## config.mk

```make
export PLATFORM = sky130hd
export DESIGN_NAME = lsu_mem_ctrl
export DESIGN_NICKNAME = d
export VERILOG_FILES = /design/src/rtl/lsu_mem_ctrl.sv
export SDC_FILE = /design/constraint.sdc
export NUM_CORES = 1
export LEC_CHECK = 0
export BUFFER_PORTS_ARGS = -buffer_cell sky130_fd_sc_hd__buf_2
export CAP_MARGIN = 5
export CELL_PAD_IN_SITES_DETAIL_PLACEMENT = 0
export CELL_PAD_IN_SITES_GLOBAL_PLACEMENT = 1
export CORE_AREA = 2 2 109 190
export DETAILED_ROUTE_END_ITERATION = 12
export DIE_AREA = 0 0 111 192
export GPL_TIMING_DRIVEN = 0
export PLACE_DENSITY = 0.9
export SKIP_LAST_GASP = 1
export SYNTH_ARGS = -nofsm -noshare
export SYNTH_HDL_FRONTEND = slang
export SYNTH_SLANG_ARGS = --single-unit
```

## constraint.sdc

```tcl
create_clock -name clk -period 3 [get_ports clk]
set_clock_uncertainty 0.2 [all_clocks]
set_input_delay 0.45 -clock clk [delete_from_list [all_inputs] [get_ports clk]]
set_output_delay 0.45 -clock clk [all_outputs]
set_load 0.005 [all_outputs]
```

## src/rtl/lsu_mem_ctrl.sv

```systemverilog
// MEM-stage load/store unit: registers one access, drives a variable-latency
// SRAM-style bus, and returns one aligned, extended response per accepted request.
module lsu_mem_ctrl #(
    parameter int DATA_W     = 32,
    parameter int ADDR_W     = 32,
    parameter int BIG_ENDIAN = 1,
    parameter int TIMEOUT    = 255
) (
    input  logic                clk,
    input  logic                rst,
    input  logic                req_valid,
    output logic                req_ready,
    input  logic [3:0]          req_op,
    input  logic [ADDR_W-1:0]   req_addr,
    input  logic [DATA_W-1:0]   req_wdata,
    input  logic [4:0]          req_rd,
    input  logic                flush,
    output logic                mem_req,
    output logic [DATA_W/8-1:0] mem_wen,
    output logic [ADDR_W-1:0]   mem_addr,
    output logic [DATA_W-1:0]   mem_wdata,
    input  logic                mem_gnt,
    input  logic                mem_rvalid,
    input  logic [DATA_W-1:0]   mem_rdata,
    output logic                resp_valid,
    output logic [DATA_W-1:0]   resp_rdata,
    output logic [4:0]          resp_rd,
    output logic [2:0]          resp_exc,
    output logic [ADDR_W-1:0]   badvaddr,
    output logic                stall,
    output logic [2:0]          dbg_state
);

    localparam int NB   = DATA_W / 8;
    localparam int OFFW = $clog2(NB);

    typedef enum logic [2:0] {
        S_IDLE  = 3'd0,
        S_REQ   = 3'd1,
        S_WAIT  = 3'd2,
        S_RESP  = 3'd3,
        S_DRAIN = 3'd4
    } state_t;

    // Handshakes: a request transfers on the edge where req_valid && req_ready;
    // mem_req holds address/enables/data stable until the edge where mem_gnt is high.
    state_t              state_q, state_d;
    logic [3:0]          op_q, op_d;
    logic [ADDR_W-1:0]   addr_q, addr_d;
    logic [DATA_W-1:0]   wdata_q, wdata_d;
    logic [4:0]          rd_q, rd_d;
    logic [2:0]          exc_q, exc_d;
    logic [DATA_W-1:0]   rdata_q, rdata_d;
    logic [ADDR_W-1:0]   bad_q, bad_d;
    logic [15:0]         cnt_q, cnt_d;

    function automatic logic [2:0] size_mask(input logic [1:0] sz);
        case (sz)
            2'd0:    size_mask = 3'b000;
            2'd1:    size_mask = 3'b001;
            2'd2:    size_mask = 3'b011;
            default: size_mask = 3'b111;
        endcase
    endfunction

    logic              req_misal, req_illegal, cnt_expired;
    logic [OFFW-1:0]   k, bmask, lane, li;
    logic [NB-1:0]     lane_wen;
    logic [DATA_W-1:0] lane_wdata, load_mask, shifted, load_data;

    assign req_misal   = (req_addr[2:0] & size_mask(req_op[1:0])) != 3'b000;
    assign req_illegal = (req_op[1:0] == 2'd3) && (DATA_W == 32);
    assign cnt_expired = (cnt_q == 16'(TIMEOUT - 1));

    // Big-endian lowest lane is N-B-k; with k aligned to B that is ~k with the
    // in-unit offset bits cleared.
    assign k     = addr_q[OFFW-1:0];
    assign bmask = OFFW'(size_mask(op_q[1:0]));
    assign lane  = (BIG_ENDIAN != 0) ? (~k & ~bmask) : k;

    always_comb begin
        lane_wen   = '0;
        lane_wdata = '0;
        load_mask  = '0;
        li         = '0;
        for (int i = 0; i < NB; i++) begin
            li = OFFW'(i);
            if ((li & ~bmask) == lane) lane_wen[i] = 1'b1;
            if ((li & ~bmask) == '0)   load_mask[8*i +: 8] = 8'hFF;
            lane_wdata[8*i +: 8] = wdata_q[{li & bmask, 3'b000} +: 8];
        end
    end

    assign shifted   = mem_rdata >> {lane, 3'b000};
    assign load_data = (shifted & load_mask)
                     | ((!op_q[2] && shifted[{bmask, 3'b111}]) ? ~load_mask : '0);

    always_comb begin
        state_d = state_q;
        op_d    = op_q;
        addr_d  = addr_q;
        wdata_d = wdata_q;
        rd_d    = rd_q;
        exc_d   = exc_q;
        rdata_d = rdata_q;
        bad_d   = bad_q;
        cnt_d   = cnt_q;
        case (state_q)
            S_IDLE: begin
                if (req_valid) begin
                    op_d    = req_op;
                    addr_d  = req_addr;
                    wdata_d = req_wdata;
                    rd_d    = req_rd;
                    rdata_d = '0;
                    exc_d   = 3'd0;
                    if (req_illegal) begin
                        exc_d   = 3'd4;
                        bad_d   = req_addr;
                        state_d = S_RESP;
                    end else if (req_misal) begin
                        exc_d   = req_op[3] ? 3'd2 : 3'd1;
                        bad_d   = req_addr;
                        state_d = S_RESP;
                    end else begin
                        state_d = S_REQ;
                    end
                end
            end
            S_REQ: begin
                if (mem_gnt) begin
                    // A flushed store has already been committed to the bus; only its response is dropped.
                    if (op_q[3]) begin
                        state_d = flush ? S_IDLE : S_RESP;
                    end else begin
                        cnt_d   = '0;
                        state_d = flush ? S_DRAIN : S_WAIT;
                    end
                end else if (flush) begin
                    state_d = S_IDLE;
                end
            end
            S_WAIT: begin
                cnt_d = cnt_q + 16'd1;
                if (mem_rvalid) begin
                    rdata_d = load_data;
                    state_d = flush ? S_IDLE : S_RESP;
                end else if (cnt_expired) begin
                    if (flush) begin
                        state_d = S_IDLE;
                    end else begin
                        exc_d   = 3'd3;
                        bad_d   = addr_q;
                        state_d = S_RESP;
                    end
                end else if (flush) begin
                    state_d = S_DRAIN;
                end
            end
            S_RESP: state_d = S_IDLE;
            S_DRAIN: begin
                cnt_d = cnt_q + 16'd1;
                if (mem_rvalid || cnt_expired) state_d = S_IDLE;
            end
            default: state_d = S_IDLE;
        endcase
    end

    always_ff @(posedge clk or negedge rst) begin
        if (!rst) begin
            state_q <= S_IDLE;
            op_q    <= '0;
            addr_q  <= '0;
            wdata_q <= '0;
            rd_q    <= '0;
            exc_q   <= '0;
            rdata_q <= '0;
            bad_q   <= '0;
            cnt_q   <= '0;
        end else begin
            state_q <= state_d;
            op_q    <= op_d;
            addr_q  <= addr_d;
            wdata_q <= wdata_d;
            rd_q    <= rd_d;
            exc_q   <= exc_d;
            rdata_q <= rdata_d;
            bad_q   <= bad_d;
            cnt_q   <= cnt_d;
        end
    end

    assign req_ready  = (state_q == S_IDLE);
    assign stall      = (state_q != S_IDLE);
    assign dbg_state  = state_q;
    assign mem_req    = (state_q == S_REQ);
    assign mem_addr   = mem_req ? {addr_q[ADDR_W-1:OFFW], {OFFW{1'b0}}} : '0;
    assign mem_wen    = (mem_req && op_q[3]) ? lane_wen : '0;
    assign mem_wdata  = mem_req ? lane_wdata : '0;
    assign resp_valid = (state_q == S_RESP) && !flush;
    assign resp_rdata = resp_valid ? rdata_q : '0;
    assign resp_rd    = resp_valid ? rd_q : '0;
    assign resp_exc   = resp_valid ? exc_q : '0;
    assign badvaddr   = bad_q;

endmodule

```

==> impl_metrics.env, run 1 <==
export IMPL_outcome="finished clean"
export IMPL_holdPathEnd="wdata_q[24]"
export IMPL_synth_seq_cells=159
export IMPL_clockBufferDepth=2
export IMPL_path_clk_slew_ns=0.06
export IMPL_reg2reg_to="cnt_q[8]"
export IMPL_finalSetupViolations=0
export IMPL_htree_num_levels=4
export IMPL_place_gp_congestion=0.8558
export IMPL_syn_inst=750
export IMPL_drt_iter0_drc=284
export IMPL_synth_area_leader_cell="dfrtp_1"
export IMPL_cp_required_ns=2.35
export IMPL_netlist_area_leader_share_pct=48.93
export IMPL_relSlewSlack_pct=43.53
export IMPL_synth_area_leaders="dfrtp_1 (49%), mux2_2 (9.7%), mux2i_1 (7.1%)"
export IMPL_fmax_mhz=346.4
export IMPL_via_count=6814
export IMPL_dp_hpwl_microns=18220
export IMPL_tightest_slew_ns=0.8471
export IMPL_area_delta_synth_final_pct=27.33
export IMPL_totalWireLength_microns=24030
export IMPL_setup_tns_ns=0
export IMPL_r2r_slack_ns=0.42
export IMPL_port_buffers=254
export IMPL_crit_top_cell="buf_6"
export IMPL_dr_pass1_iters=6
export IMPL_synth_area_sq_um=8132
export IMPL_critPathLaunchType="flop"
export IMPL_finalCritPeriodShare_pct=96.24
export IMPL_postCtsSetupBuffers=0
export IMPL_grt_pass1_wl_microns=37650
export IMPL_cts_made_buffers=17
export IMPL_antenna_found_initial=3
export IMPL_async_reset_ff_share_pct=100.0
export IMPL_hold_viol_final=0
export IMPL_finalCriticalPeriod_ns=2.887
export IMPL_cp_slowest_cell="dfrtp_1"
export IMPL_drc=0
export IMPL_io_pins=258
export IMPL_hold_start="req_wdata[24]"
export IMPL_initial_utilization_pct=41.37
export IMPL_cp_cell_sequence="buf_6, or3b_1, buf_6, clkinv_4, buf_6, nand3_1, nor2_1, buf_2"
export IMPL_die_w_microns=111
export IMPL_coreArea_sq_um=19650
export IMPL_grt_overflow=0
export IMPL_grt_usage_pct=22.60
export IMPL_ant_nets=0
export IMPL_min_path_type="in -> reg"
export IMPL_wire_per_inst_microns=18.75
export IMPL_nNetsFinal=1137
export IMPL_ys_types=54
export IMPL_max_stage_delay_ns=0.43
export IMPL_total_leakage_power_nw=5.014
export IMPL_drv_slew=0
export IMPL_clock_latency_ns=0.43
export IMPL_cts_root_buf="clkbuf_16"
export IMPL_powerDensity_nw_per_um2=1004
export IMPL_dominantRegCellSynth="dfrtp_1"
export IMPL_drive_gt1_share_pct=38.68
export IMPL_reg2reg_depth=6
export IMPL_post_place_ws_ns=0.1174
export IMPL_rsz0062_at_grt="no"
export IMPL_post_drt_via_cell_ratio=5.315
export IMPL_r2r_start="dbg_state[2]"
export IMPL_cts_sinks=159
export IMPL_cp_max_fo=10
export IMPL_path_class="reg -> out"
export IMPL_synth_edf_count=0
export IMPL_dieHeight_microns=192
export IMPL_tritoncts="yes"
export IMPL_row_count=68
export IMPL_endpoint_kind="primary output"
export IMPL_max_cap_violations=0
export IMPL_grt_pass1_vias=7106
export IMPL_synth_warnings=0
export IMPL_setup_slack_ns=0.1128
export IMPL_avgSynthCellArea_sq_um=10.84
export IMPL_yosysSeqAreaShare_pct=48.93
export IMPL_grt_max_degree=82
export IMPL_cp_data_arrival_time_ns=2.24
export IMPL_irDropWorstVdd_uv=635.9
export IMPL_dieArea_sq_um=21310
export IMPL_whs_path_depth=2
-- state kept, by name (all words and copies together) (netlist names) --
register / flops
addr_q: 32
badvaddr: 32
cnt_q: 16
dbg_state: 3
exc_q: 3
op_q: 4
rd_q: 5
rdata_q: 32
wdata_q: 32
-- area by class of cell --
type / count / area [sq um]
fill: 1834 / 9300
sequential: 159 / 3979
multi-input combinational: 521 / 3817
timing repair buffer: 256 / 1319
clock buffer: 23 / 478.0
buffer: 57 / 311.5
tap: 245 / 306.5
clock inverter: 6 / 85.08
inverter: 12 / 50.05
antenna: 3 / 7.507
-- worst max path at each step --
stage	end	slack, ns	startpoint
CTS	mem_wen[2]	-0.001	dbg_state[2]
global placement	wdata_q[19]	-1.22	rst
finish	mem_wen[2]	0.11	dbg_state[2]
floorplan	mem_wen[3]	0.74	dbg_state[2]
global route	mem_wdata[29]	0.005	op_q[1]
detailed placement	mem_wen[2]	0.12	dbg_state[2]
-- routing by layer --
metal	vias to the layer above	wire, microns	track usage, %
met5	-	12	0
met4	2	1039	11.68
met3	65	1173	4.260
met2	238	12730	40.28
met1	3302	9077	25.76
li1	3207	-	-
-- cell usage in the layout (no fill, tap or decap), types with 5 or more instances in the layout --
cell,count
buf_2,267
dfrtp_1,159
and2_1,81
mux2_2,70
nor2_1,62
mux2i_1,58
o21ai_0,45
o21ai_1,31
clkbuf_1,26
nand2_1,24
a21oi_1,23
a221o_1,17
clkbuf_16,17
inv_1,11
nand3_1,9
nor3_1,9
a22o_1,8
buf_6,7
xnor2_1,7
a211oi_1,7
mux4_2,7
buf_4,5
nand2b_1,5
nor3b_1,5
-- cell usage after synthesis (9+ instances only) --
| cell type | instances |
|---|---|
| dfrtp_1 | 159 |
| and2_1 | 81 |
| mux2_2 | 70 |
| nor2_1 | 63 |
| mux2i_1 | 58 |
| o21ai_0 | 45 |
| o21ai_1 | 31 |
| clkbuf_1 | 30 |
| nand2_1 | 24 |
| a21oi_1 | 23 |
| a221o_1 | 17 |
| buf_2 | 15 |
| inv_1 | 11 |
| nor3_1 | 10 |
| nand3_1 | 9 |
-- logic make-up after synthesis --
kind of cell / synth area share (%)
simple gates: 14.46
flops: 48.93
compound gates: 12.03
mux: 18.77
buf+inv: 4.262
xor+xnor: 1.185
fa+ha+maj: 0.3077
other cells: 0.04612
-- power breakdown --
part	leakage, nW	internal, mW	switching (mW)
sequential	1.98	3.09	0.611
clock	0.271	1.27	0.846
combinational	2.76	2.17	2.41
-- worst max-delay path, delay by kind of cell, from the launching register on --
family        cells  cell delay (ns)
simple gates      3             0.63
buf+inv           5             0.73
flops             1             0.43
-- metrics by stage --
stage / cell area [sq um] / std cells / util, % / power, mW / hold WS (ns)
floorplan: 8135 / 751 / - / 6.539 / -0.04559
global placement: 9713 / 1250 / 49.42 / 8.166 / 0.2655
global route: 10350 / 1281 / 52.67 / 11.12 / 0.03854
detailed placement: 9751 / 1251 / 49.61 / 8.308 / 0.2636
CTS: 10340 / 1280 / 52.60 / 10.47 / 0.03035
finish: 10350 / 1282 / 52.68 / 10.39 / 0.04807
-- timing repair --
item | 4_1_cts | 5_1_grt
setup endpoints to repair | 55 | 30
endpoints found under the hold margin | 78 | 0
hold buffers | 1 | 0
resized for setup | 9 | 7
gates cloned | 0 | 0
Note: power is estimated with default switching activity, not from simulation.
==> run 2, diff against run 1 <==
Settings changed: BUFFER_PORTS_ARGS -buffer_cell sky130_fd_sc_hd__buf_2 to not set, CORE_AREA 2 2 109 190 to 2 2 98 171, DIE_AREA 0 0 111 192 to 0 0 100 173, DONT_BUFFER_PORTS set to 1, PLACE_DENSITY 0.9 to 0.89.
==> run 2 against run 1 <==
Effect of this change:
- the flow now finishes with violations (hold timing)
- wire length grew 0.93%
- core utilization rose by 10 points
- combinational power shrank 14%
- fmax about the same
- sequential share of layout area rose by 1.5 points
- global-route usage increased by 6.1 points
- sequential cell count stayed put
- die area shrank 19%
==> impl_metrics.env, run 2 (synthesized netlist as in run 1, its figures left out) <==
export IMPL_dp_hpwl_microns=16840
export IMPL_max_cap_violations=0
export IMPL_finalCritPeriodShare_pct=96.25
export IMPL_tritoncts="yes"
export IMPL_reg2reg_to="badvaddr[26]"
export IMPL_seqCellArea_sq_um=3980
export IMPL_cp_max_fo=10
export IMPL_layout_commonest_cell="dfrtp_1"
export IMPL_dieHeight_microns=173
export IMPL_row_count=61
export IMPL_max_stage_delay_ns=0.46
export IMPL_irDropWorstVdd_uv=685.6
export IMPL_die_w_microns=100
export IMPL_setup_tns_ns=0
export IMPL_multi_input_area_sq_um=3831
export IMPL_placed_cell_area_sq_um=8372
export IMPL_crit_family="buffers and inverters"
export IMPL_post_drt_via_cell_ratio=6.123
export IMPL_finalCriticalPeriod_ns=2.888
export IMPL_grt_max_degree=160
export IMPL_drt_iter0_drc=378
export IMPL_fin_util_pct=62.84
export IMPL_rsz0062_at_grt="yes"
export IMPL_r2r_slack_ns=0.27
export IMPL_nNetsFinal=972
export IMPL_coreArea_sq_um=15880
export IMPL_critPathLaunchType="flop"
export IMPL_reg2reg_depth=9
export IMPL_violations="hold timing"
export IMPL_whs_ns=-0.4806
export IMPL_crit_top_cell="buf_6"
export IMPL_cp_num_buf_inv=4
export IMPL_finalSetupViolations=0
export IMPL_tightest_slew_ns=0.8061
export IMPL_nFillCells=1275
export IMPL_cts_sinks=159
export IMPL_outcome="finished with violations"
export IMPL_cts_made_buffers=17
export IMPL_area_delta_synth_final_pct=22.68
export IMPL_grt_pass1_wl_microns=38540
export IMPL_grt_usage_pct=28.68
export IMPL_final_area_sq_um=9976
export IMPL_endpoint_kind="primary output"
export IMPL_clockBufferDepth=2
export IMPL_total_leakage_power_nw=4.241
export IMPL_dr_pass1_iters=6
export IMPL_grt_overflow=0
export IMPL_clock_latency_ns=0.42
export IMPL_powerDensity_nw_per_um2=1026
export IMPL_drc=0
export IMPL_postCtsSetupBuffers=0
export IMPL_path_clk_slew_ns=0.06
export IMPL_worstSetupStartpoint="dbg_state[2]"
export IMPL_cts_root_buf="clkbuf_16"
export IMPL_cp_slowest_cell="dfrtp_2"
export IMPL_min_path_type="in -> async"
export IMPL_cts_hold_buf=90
export IMPL_fmax_mhz=346.3
export IMPL_r2r_start="dbg_state[1]"
export IMPL_antenna_found_initial=0
export IMPL_drive_gt1_share_pct=17.55
export IMPL_grt_pass1_vias=7210
export IMPL_cp_data_arrival_time_ns=2.24
export IMPL_final_cell_mix="dfrtp_1 (158), dlygate4sd3_1 (90), and2_1 (81), mux2_2 (70), nor2_1 (62)"
export IMPL_cp_required_ns=2.35
export IMPL_port_buffers=0
export IMPL_wire_per_inst_microns=22.86
export IMPL_cp_cell_sequence="buf_6, or3b_1, buf_6, clkinv_4, clkbuf_1, and2_1"
export IMPL_path_class="reg -> out"
export IMPL_io_pins=258
export IMPL_hold_viol_final=159
export IMPL_initial_utilization_pct=51.22
export IMPL_totalWireLength_microns=24260
export IMPL_relSlewSlack_pct=46.26
export IMPL_drv_slew=0
export IMPL_place_gp_congestion=0.8544
export IMPL_ant_nets=0
export IMPL_htree_num_levels=4
export IMPL_dieArea_sq_um=17300
export IMPL_insertedDiodeCount=0
export IMPL_via_count=6496
## run 2: worst register-to-register path: stages (launching register included)
cell	delay (ns)
dfrtp_1	0.40
buf_2	0.19
nor3_2	0.35
and2_1	0.19
buf_2	0.26
o21ba_1	0.19
buf_2	0.18
clkbuf_1	0.28
o21ai_0	0.25
o21ai_1	0.12
## run 2: cell type report
class,instances,area share (%)
inverters,12,0.5017
multi-input cells,521,38.40
well taps,189,2.371
plain buffers,58,3.048
clock buffers,20,4.678
repair buffers,90,9.030
flip-flops and latches,159,39.90
clock inverters,12,2.069
## run 2: power breakdown
group          internal [mW]  leakage (nW)  switching, mW
combinational           1.78          1.94           2.17
clock                   1.55         0.320          0.905
sequential              3.09          1.98          0.747
total                   6.42          4.24           3.82
## run 2: repair_timing
| item | 4_1_cts | 5_1_grt |
|---|---|---|
| endpoints found under the setup margin | 37 | 42 |
| resized for setup | 5 | 12 |
| cloned | 0 | 0 |
| hold endpoints to repair | 252 | 159 |
## run 2: metrics by stage
| stage | std cells | power, mW | setup slack [ns] |
|---|---|---|---|
| floorplan | 751 | 6.539 | 0.7405 |
| global placement | 940 | 7.431 | 0.2200 |
| detailed placement | 940 | 7.622 | 0.1663 |
| CTS | 1061 | 10.20 | -0.05562 |
| global route | 1061 | 10.85 | -0.01873 |
| finish | 1061 | 10.24 | 0.1124 |
## run 2: worst max-delay path by stage
stage,endpoint,cells past startpoint,slack (ns)
CTS,mem_wen[3],7,-0.06
finish,mem_addr[24],6,0.11
detailed placement,resp_rdata[16],5,0.17
global route,mem_wdata[27],7,-0.02
floorplan,mem_wen[3],7,0.74
global placement,mem_wen[3],7,0.22
## run 2: routing by layer
metal  vias up  GRT usage (%)  routed length (microns)
li1       2873              -                        -
met1      3228          30.88                     8605
met3        75          6.548                     1523
met4         0          15.30                     1084
met5         -              0                        0
met2       320          51.10                    13040
